## src/rtl/neopixel_strand_decoder_if.sv

```systemverilog
// Bus between the NeoPixel strand decoder and whatever consumes its pixels.
// The master side (the decoder) samples the raw strand line and reports pixels and frame status.
interface neopixel_strand_decoder_if;
  logic        neo_in;
  logic [23:0] pixel_color;
  logic [2:0]  pixel_index;
  logic        pixel_valid;
  logic        frame_done;
  logic [2:0]  pixel_count;
  logic        overflow;
  logic        proto_err;

  modport master (
    input  neo_in,
    output pixel_color, pixel_index, pixel_valid, frame_done,
           pixel_count, overflow, proto_err
  );

  modport slave (
    output neo_in,
    input  pixel_color, pixel_index, pixel_valid, frame_done,
           pixel_count, overflow, proto_err
  );
endinterface

```

## src/rtl/neopixel_strand_decoder.sv

```systemverilog
// WS2812-style strand receiver: times each high pulse to recover GRB bits, packs them
// into 24-bit pixels, counts pixels per frame and detects the long-low latch.
module neopixel_strand_decoder #(
  parameter int NUM_PIXELS   = 5,
  parameter int MIN_HIGH     = 8,
  parameter int BIT1_THRESH  = 26,
  parameter int MAX_HIGH     = 50,
  parameter int LATCH_CYCLES = 2500
) (
  input  logic                       clock,
  input  logic                       reset,
  neopixel_strand_decoder_if.master  bus
);

  localparam logic [5:0]  MIN_HI  = 6'(MIN_HIGH);
  localparam logic [5:0]  BIT1_HI = 6'(BIT1_THRESH);
  localparam logic [5:0]  MAX_HI  = 6'(MAX_HIGH);
  localparam logic [11:0] LAT_Q   = 12'(LATCH_CYCLES);
  localparam logic [11:0] LAT_M1  = 12'(LATCH_CYCLES - 1);
  localparam logic [2:0]  NUM_Q   = 3'(NUM_PIXELS);

  typedef enum logic [2:0] {
    S_SYNC,
    S_IDLE,
    S_HIGH,
    S_LOW,
    S_ERR
  } state_t;

  state_t      state, state_n;
  logic        sync1, sync2, line_dly;
  logic        rise, fall, line;
  logic [5:0]  hi_cnt, hi_cnt_n;
  logic [11:0] lo_cnt, lo_cnt_n, lo_inc;
  logic [4:0]  bit_cnt, bit_cnt_n;
  logic [23:0] shift_reg, shift_n;
  logic [2:0]  pix_ctr, pix_ctr_n;
  logic        pix_pend, pix_pend_n;
  logic [23:0] color_q, color_n;
  logic [2:0]  index_q, index_n;
  logic        valid_q, valid_n;
  logic        done_q, done_n;
  logic [2:0]  count_q, count_n;
  logic        ovf_q, ovf_n;
  logic        err_q, err_n;

  // Two-flop synchronizer plus one delay flop for edge detection on the async line
  always_ff @(posedge clock or negedge reset) begin
    if (!reset) begin
      sync1    <= 1'b0;
      sync2    <= 1'b0;
      line_dly <= 1'b0;
    end else begin
      sync1    <= bus.neo_in;
      sync2    <= sync1;
      line_dly <= sync2;
    end
  end

  assign line   = sync2;
  assign rise   = sync2 & ~line_dly;
  assign fall   = ~sync2 & line_dly;
  assign lo_inc = (lo_cnt >= LAT_Q) ? LAT_Q : lo_cnt + 12'd1;

  always_ff @(posedge clock or negedge reset) begin
    if (!reset) begin
      state     <= S_SYNC;
      hi_cnt    <= '0;
      lo_cnt    <= '0;
      bit_cnt   <= '0;
      shift_reg <= '0;
      pix_ctr   <= '0;
      pix_pend  <= 1'b0;
      color_q   <= '0;
      index_q   <= '0;
      valid_q   <= 1'b0;
      done_q    <= 1'b0;
      count_q   <= '0;
      ovf_q     <= 1'b0;
      err_q     <= 1'b0;
    end else begin
      state     <= state_n;
      hi_cnt    <= hi_cnt_n;
      lo_cnt    <= lo_cnt_n;
      bit_cnt   <= bit_cnt_n;
      shift_reg <= shift_n;
      pix_ctr   <= pix_ctr_n;
      pix_pend  <= pix_pend_n;
      color_q   <= color_n;
      index_q   <= index_n;
      valid_q   <= valid_n;
      done_q    <= done_n;
      count_q   <= count_n;
      ovf_q     <= ovf_n;
      err_q     <= err_n;
    end
  end

  always_comb begin
    state_n    = state;
    hi_cnt_n   = hi_cnt;
    lo_cnt_n   = lo_cnt;
    bit_cnt_n  = bit_cnt;
    shift_n    = shift_reg;
    pix_ctr_n  = pix_ctr;
    pix_pend_n = 1'b0;
    color_n    = color_q;
    index_n    = index_q;
    valid_n    = 1'b0;
    done_n     = 1'b0;
    count_n    = count_q;
    ovf_n      = ovf_q;
    err_n      = err_q;

    // A pixel completed on the previous fall is published (or flagged as surplus) here
    if (pix_pend) begin
      if (pix_ctr == NUM_Q) begin
        ovf_n = 1'b1;
      end else begin
        valid_n   = 1'b1;
        color_n   = shift_reg;
        index_n   = pix_ctr;
        pix_ctr_n = pix_ctr + 3'd1;
      end
    end

    case (state)
      S_SYNC: begin
        if (line) begin
          lo_cnt_n = '0;
        end else if (lo_cnt >= LAT_M1) begin
          lo_cnt_n = lo_inc;
          state_n  = S_IDLE;
        end else begin
          lo_cnt_n = lo_inc;
        end
      end
      S_IDLE: begin
        // First rise of a frame also retires the previous frame's sticky flags
        if (rise) begin
          state_n  = S_HIGH;
          hi_cnt_n = 6'd1;
          ovf_n    = 1'b0;
          err_n    = 1'b0;
        end
      end
      S_HIGH: begin
        if (hi_cnt > MAX_HI) begin
          state_n = S_ERR;
        end else if (fall) begin
          if (hi_cnt < MIN_HI) begin
            state_n = S_ERR;
          end else begin
            shift_n  = {shift_reg[22:0], (hi_cnt >= BIT1_HI)};
            state_n  = S_LOW;
            lo_cnt_n = 12'd1;
            if (bit_cnt == 5'd23) begin
              bit_cnt_n  = '0;
              pix_pend_n = 1'b1;
            end else begin
              bit_cnt_n = bit_cnt + 5'd1;
            end
          end
        end else begin
          hi_cnt_n = (hi_cnt == 6'h3f) ? hi_cnt : hi_cnt + 6'd1;
        end
      end
      S_LOW: begin
        if (rise) begin
          state_n  = S_HIGH;
          hi_cnt_n = 6'd1;
        end else if (lo_cnt >= LAT_M1) begin
          lo_cnt_n  = lo_inc;
          state_n   = S_IDLE;
          done_n    = 1'b1;
          count_n   = (pix_ctr > NUM_Q) ? NUM_Q : pix_ctr;
          err_n     = err_q | (bit_cnt != 5'd0);
          bit_cnt_n = '0;
          pix_ctr_n = '0;
        end else begin
          lo_cnt_n = lo_inc;
        end
      end
      S_ERR: begin
        err_n      = 1'b1;
        bit_cnt_n  = '0;
        pix_ctr_n  = '0;
        pix_pend_n = 1'b0;
        lo_cnt_n   = '0;
        state_n    = S_SYNC;
      end
      default: begin
        state_n = S_SYNC;
      end
    endcase
  end

  assign bus.pixel_color = color_q;
  assign bus.pixel_index = index_q;
  assign bus.pixel_valid = valid_q;
  assign bus.frame_done  = done_q;
  assign bus.pixel_count = count_q;
  assign bus.overflow    = ovf_q;
  assign bus.proto_err   = err_q;

endmodule

```

## src/flat_wrapper.sv

```systemverilog
// flat-port wrapper written by rule: the top's interface ports become plain ports
module neopixel_strand_decoder_flat 
#(
  parameter int NUM_PIXELS   = 5,
  parameter int MIN_HIGH     = 8,
  parameter int BIT1_THRESH  = 26,
  parameter int MAX_HIGH     = 50,
  parameter int LATCH_CYCLES = 2500
)
  (clock, reset, bus_neo_in, bus_pixel_color, bus_pixel_index, bus_pixel_valid, bus_frame_done, bus_pixel_count, bus_overflow, bus_proto_err);
  neopixel_strand_decoder_if bus_i ();
  input  logic clock;
  input  logic reset;
  input wire logic [$bits(bus_i.neo_in)-1:0] bus_neo_in;
  output wire logic [$bits(bus_i.pixel_color)-1:0] bus_pixel_color;
  output wire logic [$bits(bus_i.pixel_index)-1:0] bus_pixel_index;
  output wire logic [$bits(bus_i.pixel_valid)-1:0] bus_pixel_valid;
  output wire logic [$bits(bus_i.frame_done)-1:0] bus_frame_done;
  output wire logic [$bits(bus_i.pixel_count)-1:0] bus_pixel_count;
  output wire logic [$bits(bus_i.overflow)-1:0] bus_overflow;
  output wire logic [$bits(bus_i.proto_err)-1:0] bus_proto_err;
  assign bus_i.neo_in = bus_neo_in;
  assign bus_pixel_color = bus_i.pixel_color;
  assign bus_pixel_index = bus_i.pixel_index;
  assign bus_pixel_valid = bus_i.pixel_valid;
  assign bus_frame_done = bus_i.frame_done;
  assign bus_pixel_count = bus_i.pixel_count;
  assign bus_overflow = bus_i.overflow;
  assign bus_proto_err = bus_i.proto_err;
  neopixel_strand_decoder #(.NUM_PIXELS(NUM_PIXELS), .MIN_HIGH(MIN_HIGH), .BIT1_THRESH(BIT1_THRESH), .MAX_HIGH(MAX_HIGH), .LATCH_CYCLES(LATCH_CYCLES)) u_core (.clock(clock), .reset(reset), .bus(bus_i));
endmodule
```

## config.mk

```make
export PLATFORM = sky130hd
export DESIGN_NAME = neopixel_strand_decoder_flat
export DESIGN_NICKNAME = d
export VERILOG_FILES = /design/src/rtl/neopixel_strand_decoder_if.sv /design/src/rtl/neopixel_strand_decoder.sv /design/src/flat_wrapper.sv
export SDC_FILE = /design/constraint.sdc
export NUM_CORES = 1
export LEC_CHECK = 0
export BUFFER_PORTS_ARGS = -buffer_cell sky130_fd_sc_hd__buf_2
export CAP_MARGIN = 20
export CORE_MARGIN = 2
export CORE_UTILIZATION = 50
export CTS_CLUSTER_SIZE = 24
export DETAILED_ROUTE_END_ITERATION = 6
export PLACE_DENSITY = 0.72
export REMOVE_ABC_BUFFERS = 1
export SYNTH_ARGS = -nofsm -noshare
export SYNTH_HDL_FRONTEND = slang
export SYNTH_SLANG_ARGS = --single-unit
```

## constraint.sdc

```tcl
create_clock -name clock -period 1.9 [get_ports clock]
set_input_delay 0 -clock clock [delete_from_list [all_inputs] [get_ports clock]]
set_output_delay 0 -clock clock [all_outputs]
set_load 0.1 [all_outputs]
```

==> impl_metrics.yaml <==
setup_path:
  cp_max_fo: 7
  timing.rr.start: "u_core.lo_cnt[3]"
  cp_data_arrival_time_ps: 2160
  endpoint_kind: "flip-flop"
  path_class: "reg2reg"
  slowest_delay_ps: 580
  path_cells: "or4_4 -> o311a_4 -> nor3_4 -> a22o_1"
  r2r.worst_path.cells: 4
  startpoint_type: "flip-flop"
  worstPathRequired_ps: 2190
  reg2reg_to: "u_core.lo_cnt[4]"
  reg2reg_slack_ps: 40
  cp_slowest_cell: "or4_4"
global_routing:
  grt_max_degree: 49
  grt_pass1_wl_um: 13900
  grt_pass1_vias: 2971
  gr-total-overflow: 0
  grt_usage_pct: 19.6
  antenna_found_initial: 0
placement:
  dpl.hpwl_um: 5660
  portBuffers: 36
  dpl_cell_area_sq_mm: 0.00461
  gp_congestion: 0.890
clock_network:
  clock_latency_ps: 360
  htreeDepth: 3
  cts_root_buf: "clkbuf_8"
  cts_tree: "built"
  cts_buffers: 9
  cts.sinks: 91
  clock_path_buffers: 2
  clkTransAtPathRegs_ps: 100
cells_and_area:
  diodes: 0
  final_common_cell: "nand2_1"
  synthToLayoutAreaGrowth_pct: 21.4
  final_area_sq_mm: 0.00500
  fin_nets: 478
  fin_util_pct: 61.7
  layout_common_cells: "nand2_1 (91), dfrtp_1 (88), buf_2 (35)"
  drive_gt1_share_pct: 29.2
detailed_routing:
  drtIter0Drc: 120
  dr.pass1.iters: 4
  drt-vias-per-instance: 5.50
  drt_wl_total_um: 8490
  ant_nets: 0
  wl_per_cell_um: 14.7
  vias: 3173
  drcViolationCount: 0
logic_synthesis:
  ys_types: 57
  async_flop_share_pct: 100
  ys_warn_count: 0
  synth_cells: 393
  avgSynthCellArea_sq_um: 10.5
  synth-seq-cells: 91
  syn_area_sq_mm: 0.00412
  synth_flop_cell: "dfrtp_1"
  synth_edf_count: 0
  yosysSeqAreaShare_pct: 55.3
floorplanning:
  boundaryPins: 37
  die_x_um: 94.7
  die-area_sq_mm: 0.00897
  row_count: 33
  fp.dieH_um: 94.7
  core_sq_mm: 0.00809
  initial_core_util_pct: 50.9
sta:
  slew_viol_final: 0
  post-route-min-period_ps: 1860
  worstMarginPinSlew_ps: 594
  skew_ps: 14.5
  finalSetupViolCount: 0
  rsz0062_at_grt: "yes"
  clock.fmax_mhz: 536
  min_period_over_period_pct: 98.2
  relSlewSlack_pct: 60.4
  hold_viol: 0
worst_hold_path:
  hp-class: "in2async"
power:
  finalPower_mw: 3.46
  max-vdd-ir-drop_mv: 0.390
  powerDensity_mw_per_mm2: 692
  cellLeakagePower_nw: 2.61
job:
  cap_violations: 0
run_status:
  outcome: "complete, no violations"
where the power goes:
group          leakage (nW)  internal, mW  switching, mW
clock                 0.110         0.648          0.749
combinational          1.24        0.0402         0.0711
sequential             1.26          1.94        0.00737
total                  2.61          2.63          0.827
how the worst max path moves through the flow:
stage | depth (start not counted) | slack [ps] | startpoint | to
3_5_place_dp | 6 | 10 | u_core.lo_cnt[0] | u_core.pix_ctr[1]
2_1_floorplan | 3 | -1520 | u_core.pix_ctr[0] | u_core.bus.pixel_color[0]
4_1_cts | 6 | -10 | u_core.lo_cnt[0] | u_core.pix_ctr[2]
6_report | 4 | 40 | u_core.lo_cnt[3] | u_core.lo_cnt[4]
3_3_place_gp | 6 | 60 | u_core.lo_cnt[0] | u_core.pix_ctr[2]
5_1_grt | 4 | -50 | u_core.lo_cnt[3] | u_core.lo_cnt[5]
Yosys cell counts (2+ instances only):
| library cell | n | share of area [%] |
|---|---|---|
| a21o_1 | 6 | 1.1 |
| a21oi_1 | 13 | 1.6 |
| a22o_1 | 6 | 1.3 |
| a31oi_1 | 7 | 1.1 |
| a41oi_1 | 3 | 0.64 |
| and3_1 | 3 | 0.46 |
| buf_2 | 5 | 0.61 |
| clkbuf_1 | 8 | 0.73 |
| dfrtp_1 | 91 | 55 |
| ha_1 | 8 | 2.4 |
| inv_1 | 14 | 1.3 |
| mux2_2 | 26 | 7.1 |
| nand2_1 | 91 | 8.3 |
| nand2b_1 | 6 | 0.91 |
| nand3_1 | 7 | 0.85 |
| nand4_1 | 2 | 0.30 |
| nor2_1 | 26 | 2.4 |
| nor2b_1 | 2 | 0.30 |
| nor3_1 | 6 | 0.73 |
| o21ai_0 | 15 | 1.8 |
| o21ai_1 | 4 | 0.49 |
| o22a_1 | 4 | 0.85 |
| or3_1 | 5 | 0.76 |
| or3b_1 | 2 | 0.43 |
cell families (layout without fill, tap and decap cells):
group,Yosys count,after routing,synth area share [%]
AO/OA/AOI/OAI,83,83,15.3
XOR/XNOR,1,1,0.213
adder cells (fa/ha/maj),8,8,2.43
buffers and inverters,27,106,2.61
flip-flops,91,91,55.3
multiplexers,26,26,7.11
AND/OR/NAND/NOR,157,157,17.0
stage by stage:
step           setup TNS [ps]  worst slack (ps)  instances  hold WS [ps]
6_report                    0              35.1        577           175
5_1_grt                  -308             -47.8        577           203
4_1_cts                 -9.68             -9.68        564           192
3_5_place_dp                0              13.7        545          44.8
3_3_place_gp                0              63.9        545          34.6
2_1_floorplan          -45370             -1520        380          -296
what timing repair did:
action | CTS | global route
setup buffers | 1 | 13
hold buffers | 2 | 0
endpoints found under the setup margin | 1 | 30
pin swaps | 1 | 13
resized for setup | 1 | 11
hold endpoints to repair | 44 | 0
worst max-delay path, delay by kind of cell (launching register included):
family | cells | cell delay, ps
DFF | 1 | 390
AOI/OAI and AO/OA | 2 | 590
and+or+nand+nor | 2 | 820
final cells by class:
cell class | instances | area, sq um
clock buffers | 9 | 124
clock inverters | 7 | 90.1
fillers | 666 | 3100
inverters | 14 | 52.6
multi-input cells | 275 | 1780
flip-flops and latches | 91 | 2280
well taps | 105 | 131
repair buffers | 76 | 542
metal layers:
metal  routed length [um]  share of wire [%]  GRT usage, %
met1                 3990                 47          26.3
met2                 4200                 49          32.2
met3                  252                3.0          4.39
met4                   54               0.64          5.43
met5                    0                  0             0
Power figures use the tool's default switching activity.
